===== src/rtl/key_scan_if.sv =====
// key_scan_if: raw button levels and repeat enable in, debounced key events out.
interface key_scan_if #(
   parameter int N     = 4,
   parameter int IDX_W = 2
);
   logic [N-1:0]     button;
   logic             rpt_en;
   logic             key_valid;
   logic             key_repeat;
   logic [IDX_W-1:0] key_idx;
   logic             key_release;
   logic             busy;
   modport master (output button, rpt_en, input key_valid, key_repeat, key_idx, key_release, busy);
   modport slave (input button, rpt_en, output key_valid, key_repeat, key_idx, key_release, busy);
endinterface


===== src/rtl/key_scan_scheduler.sv =====
// key_scan_scheduler: shares one debounce/repeat counter among N buttons,
// granting them round-robin and emitting one-cycle press/repeat/release events.
module key_scan_scheduler #(
   parameter int N          = 4,
   parameter int IDX_W      = 2,
   parameter int CNT_W      = 24,
   parameter int DEB_CYCLES = 61440,
   parameter int RPT_DELAY  = 5000000,
   parameter int RPT_PERIOD = 1000000
) (
   input logic        clk,
   input logic        rstn,
   key_scan_if.slave  ks
);
   typedef enum logic [1:0] {IDLE, DEB_PRESS, HELD, DEB_REL} state_t;
   localparam logic [CNT_W-1:0] DEB_M1 = CNT_W'(DEB_CYCLES - 1);
   localparam logic [CNT_W-1:0] DLY_M1 = CNT_W'(RPT_DELAY - 1);
   localparam logic [CNT_W-1:0] PER_M1 = CNT_W'(RPT_PERIOD - 1);
   state_t           state_q, state_d;
   logic [N-1:0]     s1_q, btn_q;
   logic [CNT_W-1:0] cnt_q, cnt_d, cnt_inc;
   logic [IDX_W-1:0] idx_q, idx_d, last_grant_q, last_grant_d, grant;
   logic             rpt_phase_q, rpt_phase_d;
   logic             valid_q, valid_d, repeat_q, repeat_d, release_q, release_d;
   logic             found, hit;

   function automatic logic [IDX_W-1:0] rr(input logic [IDX_W-1:0] lg, input int i);
      return IDX_W'((int'(lg) + i) % N);
   endfunction

   assign cnt_inc = &cnt_q ? cnt_q : cnt_q + 1'b1;
   assign hit = btn_q[idx_q];
   assign ks.key_valid = valid_q;
   assign ks.key_repeat = repeat_q;
   assign ks.key_release = release_q;
   assign ks.key_idx = idx_q;
   assign ks.busy = state_q != IDLE;

   // First pressed button strictly after the last accepted one, wrapping.
   always_comb begin
      grant = last_grant_q;
      found = 1'b0;
      for (int i = 1; i <= N; i++) begin
         if (!found && btn_q[rr(last_grant_q, i)]) begin
            grant = rr(last_grant_q, i);
            found = 1'b1;
         end
      end
   end

   always_comb begin
      state_d = state_q;
      cnt_d = cnt_q;
      idx_d = idx_q;
      last_grant_d = last_grant_q;
      rpt_phase_d = rpt_phase_q;
      valid_d = 1'b0;
      repeat_d = 1'b0;
      release_d = 1'b0;
      case (state_q)
         IDLE: if (|btn_q) begin
            idx_d = grant;
            cnt_d = '0;
            state_d = DEB_PRESS;
         end
         DEB_PRESS: if (!hit) begin
            cnt_d = '0;
            state_d = IDLE;
         end else if (cnt_q == DEB_M1) begin
            valid_d = 1'b1;
            last_grant_d = idx_q;
            cnt_d = '0;
            rpt_phase_d = 1'b0;
            state_d = HELD;
         end else cnt_d = cnt_inc;
         HELD: if (!hit) begin
            cnt_d = '0;
            state_d = DEB_REL;
         end else if (!ks.rpt_en) cnt_d = '0;
         else if (cnt_q == (rpt_phase_q ? PER_M1 : DLY_M1)) begin
            valid_d = 1'b1;
            repeat_d = 1'b1;
            cnt_d = '0;
            rpt_phase_d = 1'b1;
         end else cnt_d = cnt_inc;
         DEB_REL: if (hit) begin
            cnt_d = '0;
            rpt_phase_d = 1'b0;
            state_d = HELD;
         end else if (cnt_q == DEB_M1) begin
            release_d = 1'b1;
            cnt_d = '0;
            state_d = IDLE;
         end else cnt_d = cnt_inc;
      endcase
   end

   always_ff @(posedge clk or negedge rstn) begin
      if (!rstn) begin
         s1_q <= '0;
         btn_q <= '0;
         state_q <= IDLE;
         cnt_q <= '0;
         idx_q <= '0;
         last_grant_q <= IDX_W'(N - 1);
         rpt_phase_q <= 1'b0;
         valid_q <= 1'b0;
         repeat_q <= 1'b0;
         release_q <= 1'b0;
      end else begin
         s1_q <= ks.button;
         btn_q <= s1_q;
         state_q <= state_d;
         cnt_q <= cnt_d;
         idx_q <= idx_d;
         last_grant_q <= last_grant_d;
         rpt_phase_q <= rpt_phase_d;
         valid_q <= valid_d;
         repeat_q <= repeat_d;
         release_q <= release_d;
      end
   end
endmodule

===== src/flat_wrapper.sv =====
// flat-port wrapper written by rule: the top's interface ports become plain ports
module key_scan_scheduler_flat 
#(
   parameter int N          = 4,
   parameter int IDX_W      = 2,
   parameter int CNT_W      = 24,
   parameter int DEB_CYCLES = 61440,
   parameter int RPT_DELAY  = 5000000,
   parameter int RPT_PERIOD = 1000000
)
  (clk, rstn, ks_button, ks_rpt_en, ks_key_valid, ks_key_repeat, ks_key_idx, ks_key_release, ks_busy);
  key_scan_if #(.N(N), .IDX_W(IDX_W)) ks_i ();
  input logic clk;
  input logic rstn;
  input wire logic [$bits(ks_i.button)-1:0] ks_button;
  input wire logic [$bits(ks_i.rpt_en)-1:0] ks_rpt_en;
  output wire logic [$bits(ks_i.key_valid)-1:0] ks_key_valid;
  output wire logic [$bits(ks_i.key_repeat)-1:0] ks_key_repeat;
  output wire logic [$bits(ks_i.key_idx)-1:0] ks_key_idx;
  output wire logic [$bits(ks_i.key_release)-1:0] ks_key_release;
  output wire logic [$bits(ks_i.busy)-1:0] ks_busy;
  assign ks_i.button = ks_button;
  assign ks_i.rpt_en = ks_rpt_en;
  assign ks_key_valid = ks_i.key_valid;
  assign ks_key_repeat = ks_i.key_repeat;
  assign ks_key_idx = ks_i.key_idx;
  assign ks_key_release = ks_i.key_release;
  assign ks_busy = ks_i.busy;
  key_scan_scheduler #(.N(N), .IDX_W(IDX_W), .CNT_W(CNT_W), .DEB_CYCLES(DEB_CYCLES), .RPT_DELAY(RPT_DELAY), .RPT_PERIOD(RPT_PERIOD)) u_core (.clk(clk), .rstn(rstn), .ks(ks_i));
endmodule

===== config.mk =====
export PLATFORM = sky130hd
export DESIGN_NAME = key_scan_scheduler_flat
export DESIGN_NICKNAME = d
export VERILOG_FILES = /design/src/rtl/key_scan_if.sv /design/src/rtl/key_scan_scheduler.sv /design/src/flat_wrapper.sv
export SDC_FILE = /design/constraint.sdc
export NUM_CORES = 1
export LEC_CHECK = 0
export CAP_MARGIN = 0
export CORE_MARGIN = 2
export CORE_UTILIZATION = 31
export CTS_BUF_LIST = sky130_fd_sc_hd__clkbuf_8 sky130_fd_sc_hd__clkbuf_16
export CTS_CLUSTER_SIZE = 16
export DETAILED_ROUTE_END_ITERATION = 16
export GPL_TIMING_DRIVEN = 0
export PLACE_DENSITY = 0.58
export SYNTH_ARGS = -nofsm -noshare
export SYNTH_HDL_FRONTEND = slang
export SYNTH_SLANG_ARGS = --single-unit
export TNS_END_PERCENT = 50

===== constraint.sdc =====
create_clock -name clk -period 2.2 [get_ports clk]
set_input_delay 0.44 -clock clk [delete_from_list [all_inputs] [get_ports clk]]
set_output_delay 0.44 -clock clk [all_outputs]
set_load 0.01 [all_outputs]

==> impl.org <==
** Run status
- The run finished, with violations left.
- Failing checks :: negative setup slack

** Place
- Prior to clock tree synthesis, the placed netlist has a worst setup slack of -0.375 ns.
- Cell count after placement :: 366
- The HPWL after detailed placement is 3970 um.
- Port buffering added 12 buffers.
- Summing all placed instances gives a cell area of 2620 um2.
- Routability-driven placement congestion ratio :: 0.877

** Clocking
- Clock sink total :: 42
- TritonCTS built the clock tree.
- The H-tree was split into 2 levels.
- Clock tree synthesis inserted a total of 5 buffers.
- Skew-Pair Late Insertion Delay :: 0.31 ns
- The clock passes through at most 2 buffers.
- Root Driver :: sky130_fd_sc_hd__clkbuf_8
- For this design, the CTS-stage hold fixing added 0 buffers.
- Clock-pin slew was measured on the worst setup and hold paths at 0.09 ns.

** Synth
- In the synthesized netlist the dominant register cell turns out to be sky130_fd_sc_hd__dfrtp_1.
- Number of enable flip-flop cells after synthesis :: 0
- Summing every instance area after synthesis gives 2340 um2.
- Proportion of netlist area held by the largest area contributor :: 42.8%
- Net count after synthesis :: 266
- After synthesis, flip-flops and latches occupy 45.0% of the total area.
- Yosys Warn Count :: 0
- Most area-consuming cells after synthesis :: sky130_fd_sc_hd__dfrtp_1, sky130_fd_sc_hd__a31oi_1, sky130_fd_sc_hd__a21oi_1, sky130_fd_sc_hd__nand2_1, sky130_fd_sc_hd__o21ai_0
- Summed over all instances, the cell type with the most area after synthesis is sky130_fd_sc_hd__dfrtp_1.
- Counting flops with an async set or reset pin after synthesis yields a share of 100%.
- The synthesized design contains 42 register bits.
- Post-Syn Area per Cell :: 9.21 um2
- Post-Synthesis Cells :: 254
- Count of distinct cell types in the synthesized netlist :: 51

** Die
- 13 I/O pins were placed.
- For this configuration, the core starts out at a cell density of 32.1%.
- Row cnt :: 31
- Area of the die :: 8260 um2
- Core ar. :: 7290 um2
- DIE WIDTH :: 90.9 um
- In this run the vertical extent of the chip is 90.9 um.

** Critical path
- The worst setup path is captured at a register.
- Data arrival, critical path :: 2.42 ns
- On the worst path, the slowest cell contributes a delay of 0.46 ns.
- Kind of start point of the critical path :: register
- Critical setup path kind :: reg -> reg
- At the worst endpoint, the required time is 2.37 ns.
- Largest driver fanout on the critical path :: 10
- Walking the worst path, the cells encountered are and4_1, and4_2, a211o_1, buf_2, or3_1, o21ai_0, a31oi_1.
- The largest individual stage delay along the critical path comes from the cell sky130_fd_sc_hd__dfrtp_1.

** Power
- Power density relative to cell area :: 902 nW/um2
- The share of total power dissipated in combinational logic is 48.3%.
- Clock share of power :: 18.6%
- Static Leak :: 1.16 nW
- Power Total :: 2.77 mW
- Peak supply drop :: 321 uV
- Pint :: 1.67 mW
- Switch share :: 39.6%
- Switching power :: 1.09 mW
- Sequential cells account for 33.1% of the total power.

** Hold path
- Class of the tightest hold or removal check :: in -> async

** Routing
- DRT Pass-1 Iters :: 4
- The count of nets left with antenna violations once routing finished came out at 0.
- Initial DRC Count :: 175
- Detailed routing inserted a total of 2127 vias.
- Post-route DRC :: 0
- The final layout contains routed wiring with a total length of 6160 um.
- Detailed-route vias per instance :: 5.45
- After detailed routing, the average wire length per cell comes to 15.8 um.

** Final layout
- Leaving out fill and tap cells, the most frequent cells in the layout are sky130_fd_sc_hd__dfrtp_1, sky130_fd_sc_hd__nand2_1, sky130_fd_sc_hd__buf_4.
- Non-Filler Cell Area, Final :: 3070 um2
- Total inserted antenna cells :: 0
- Cells fill 42.1% of the core in the end.
- Leading cell type in the layout, fill and taps excluded :: sky130_fd_sc_hd__dfrtp_1
- Area Overhead vs Synth :: 31.1%
- The multi-input combinational cells in the finished layout cover a total of 1370 um2.
- Total area of sequential cells :: 1070 um2
- Cells with a size suffix above 1 make up 29.9% of the layout.
- Post-layout nets :: 302
- Filler cell count :: 740
- Fin cells :: 390

** GRT
- For this run, the total global-route usage over all layers was measured as 15.3%.
- The initial antenna violation count came to 0.
- Global-route wire length before repair :: 10000 um
- The via count of the first global-routing pass came to 2008.
- Global routing finished with a remaining overflow of 0.
- Maximum number of pins on one net before global-route repair :: 25

** STA
- The worst pin sits at a relative slew slack of 63.1%.
- Between clock sinks in the finished design, the worst skew comes to 0.0108 ns.
- Share of the clock period used by the worst path after layout :: 102%
- Number of pins exceeding their max-slew limit in the final report :: 0
- Endpoints failing setup :: 7
- The routed design could run at a clock period as short as 2.25 ns.
- Sum Neg Setup Slack :: -0.0975 ns
- Hold timing on the final database bottoms out at a slack of 0.0630 ns.
- For this run, the top clock speed supported by timing is 444 MHz.
- Setup slack on the critical path of the routed design comes to -0.0505 ns.
- Transition time at the pin with the least slew margin :: 0.554 ns
- Setup repair after global routing missed its margin :: yes
- The number of failing hold endpoints at the final stage is 0.

** Job
- Number of max-cap violations :: 0
## metal layers
metal  vias up  global-route usage (%)  part of all wire [%]
met5         -                       0                     0
met4         0                    6.57                   2.0
met3        11                    2.50                   4.9
met2        53                    23.4                    48
met1      1032                    21.4                    45
li1       1031                       -                     -
## worst paths after layout
path	start	end	slack, ns	cells past startpoint
max	u_core.cnt_q[13]	u_core.cnt_q[23]	-0.05	7
min	rstn	u_core.rpt_phase_q	0.06	1
max reg2reg	u_core.cnt_q[13]	u_core.cnt_q[23]	-0.05	7
min reg2reg	u_core.s1_q[0]	u_core.btn_q[0]	0.35	0
max in group asynchronous	rstn	u_core.cnt_q[15]	1.64	2
min in group clk	u_core.s1_q[0]	u_core.btn_q[0]	0.35	0
## what timing repair did
item	CTS	global route
gates resized for setup	24	31
buffers inserted	11	9
cloned	1	0
pin swaps	6	10
hold endpoints to repair	0	0
endpoints found under the setup margin	28	30
## critical path: cells and delay by family, from the launching register on
family | cells | cell delay [ns]
buf+inv | 1 | 0.19
compound gates | 3 | 0.56
simple gates | 3 | 0.91
flops | 1 | 0.46
## state kept, by name, indices dropped and copies added, names as in the netlist, named ones only
register / flops
u_core.btn_q: 4
u_core.cnt_q: 24
u_core.ks.key_idx: 2
u_core.ks.key_release: 1
u_core.ks.key_repeat: 1
u_core.ks.key_valid: 1
u_core.last_grant_q: 2
u_core.rpt_phase_q: 1
u_core.s1_q: 4
u_core.state_q: 1
## power groups by stage
stage | registers, mW | clock network (mW) | logic [mW]
after floorplan | 0.916 | 0 | 0.712
after detailed placement | 0.925 | 0 | 1.00
after global placement | 0.922 | 0 | 0.995
final | 0.914 | 0.514 | 1.34
after global routing | 0.927 | 0.572 | 1.46
after CTS | 0.904 | 0.538 | 1.20
## synth_stat cells (4+ instances only)
library cell	count
sky130_fd_sc_hd__and3_1	4
sky130_fd_sc_hd__a21oi_1	22
sky130_fd_sc_hd__inv_1	11
sky130_fd_sc_hd__ha_1	5
sky130_fd_sc_hd__dfrtp_1	40
sky130_fd_sc_hd__a31oi_1	18
sky130_fd_sc_hd__buf_2	5
sky130_fd_sc_hd__o21ai_0	14
sky130_fd_sc_hd__nor3_1	10
sky130_fd_sc_hd__nand3_1	13
sky130_fd_sc_hd__clkbuf_1	7
sky130_fd_sc_hd__nand2_1	26
sky130_fd_sc_hd__nor2_1	13
sky130_fd_sc_hd__nand4_1	5
sky130_fd_sc_hd__nor4_1	6
sky130_fd_sc_hd__a21o_1	4
## final cells by class
cell class	instances	share of cell area (%)
Sequential cell	42	34.9
Multi-Input combinational cell	187	44.8
Clock inverter	3	0.694
Clock buffer	5	2.24
Inverter	11	1.35
Timing Repair Buffer	34	9.47
Tap cell	99	4.04
Buffer	9	2.53
## cell families after synthesis
family	count (synthesis)	share of synthesized area, %
AND/OR/NAND/NOR	96	21.5
AO/OA/AOI/OAI	81	23.1
adder cells (fa/ha/maj)	5	2.67
flip-flops	42	45.0
multiplexers	5	2.78
buffers and inverters	25	4.92
Note: power is estimated with default switching activity, not from simulation.
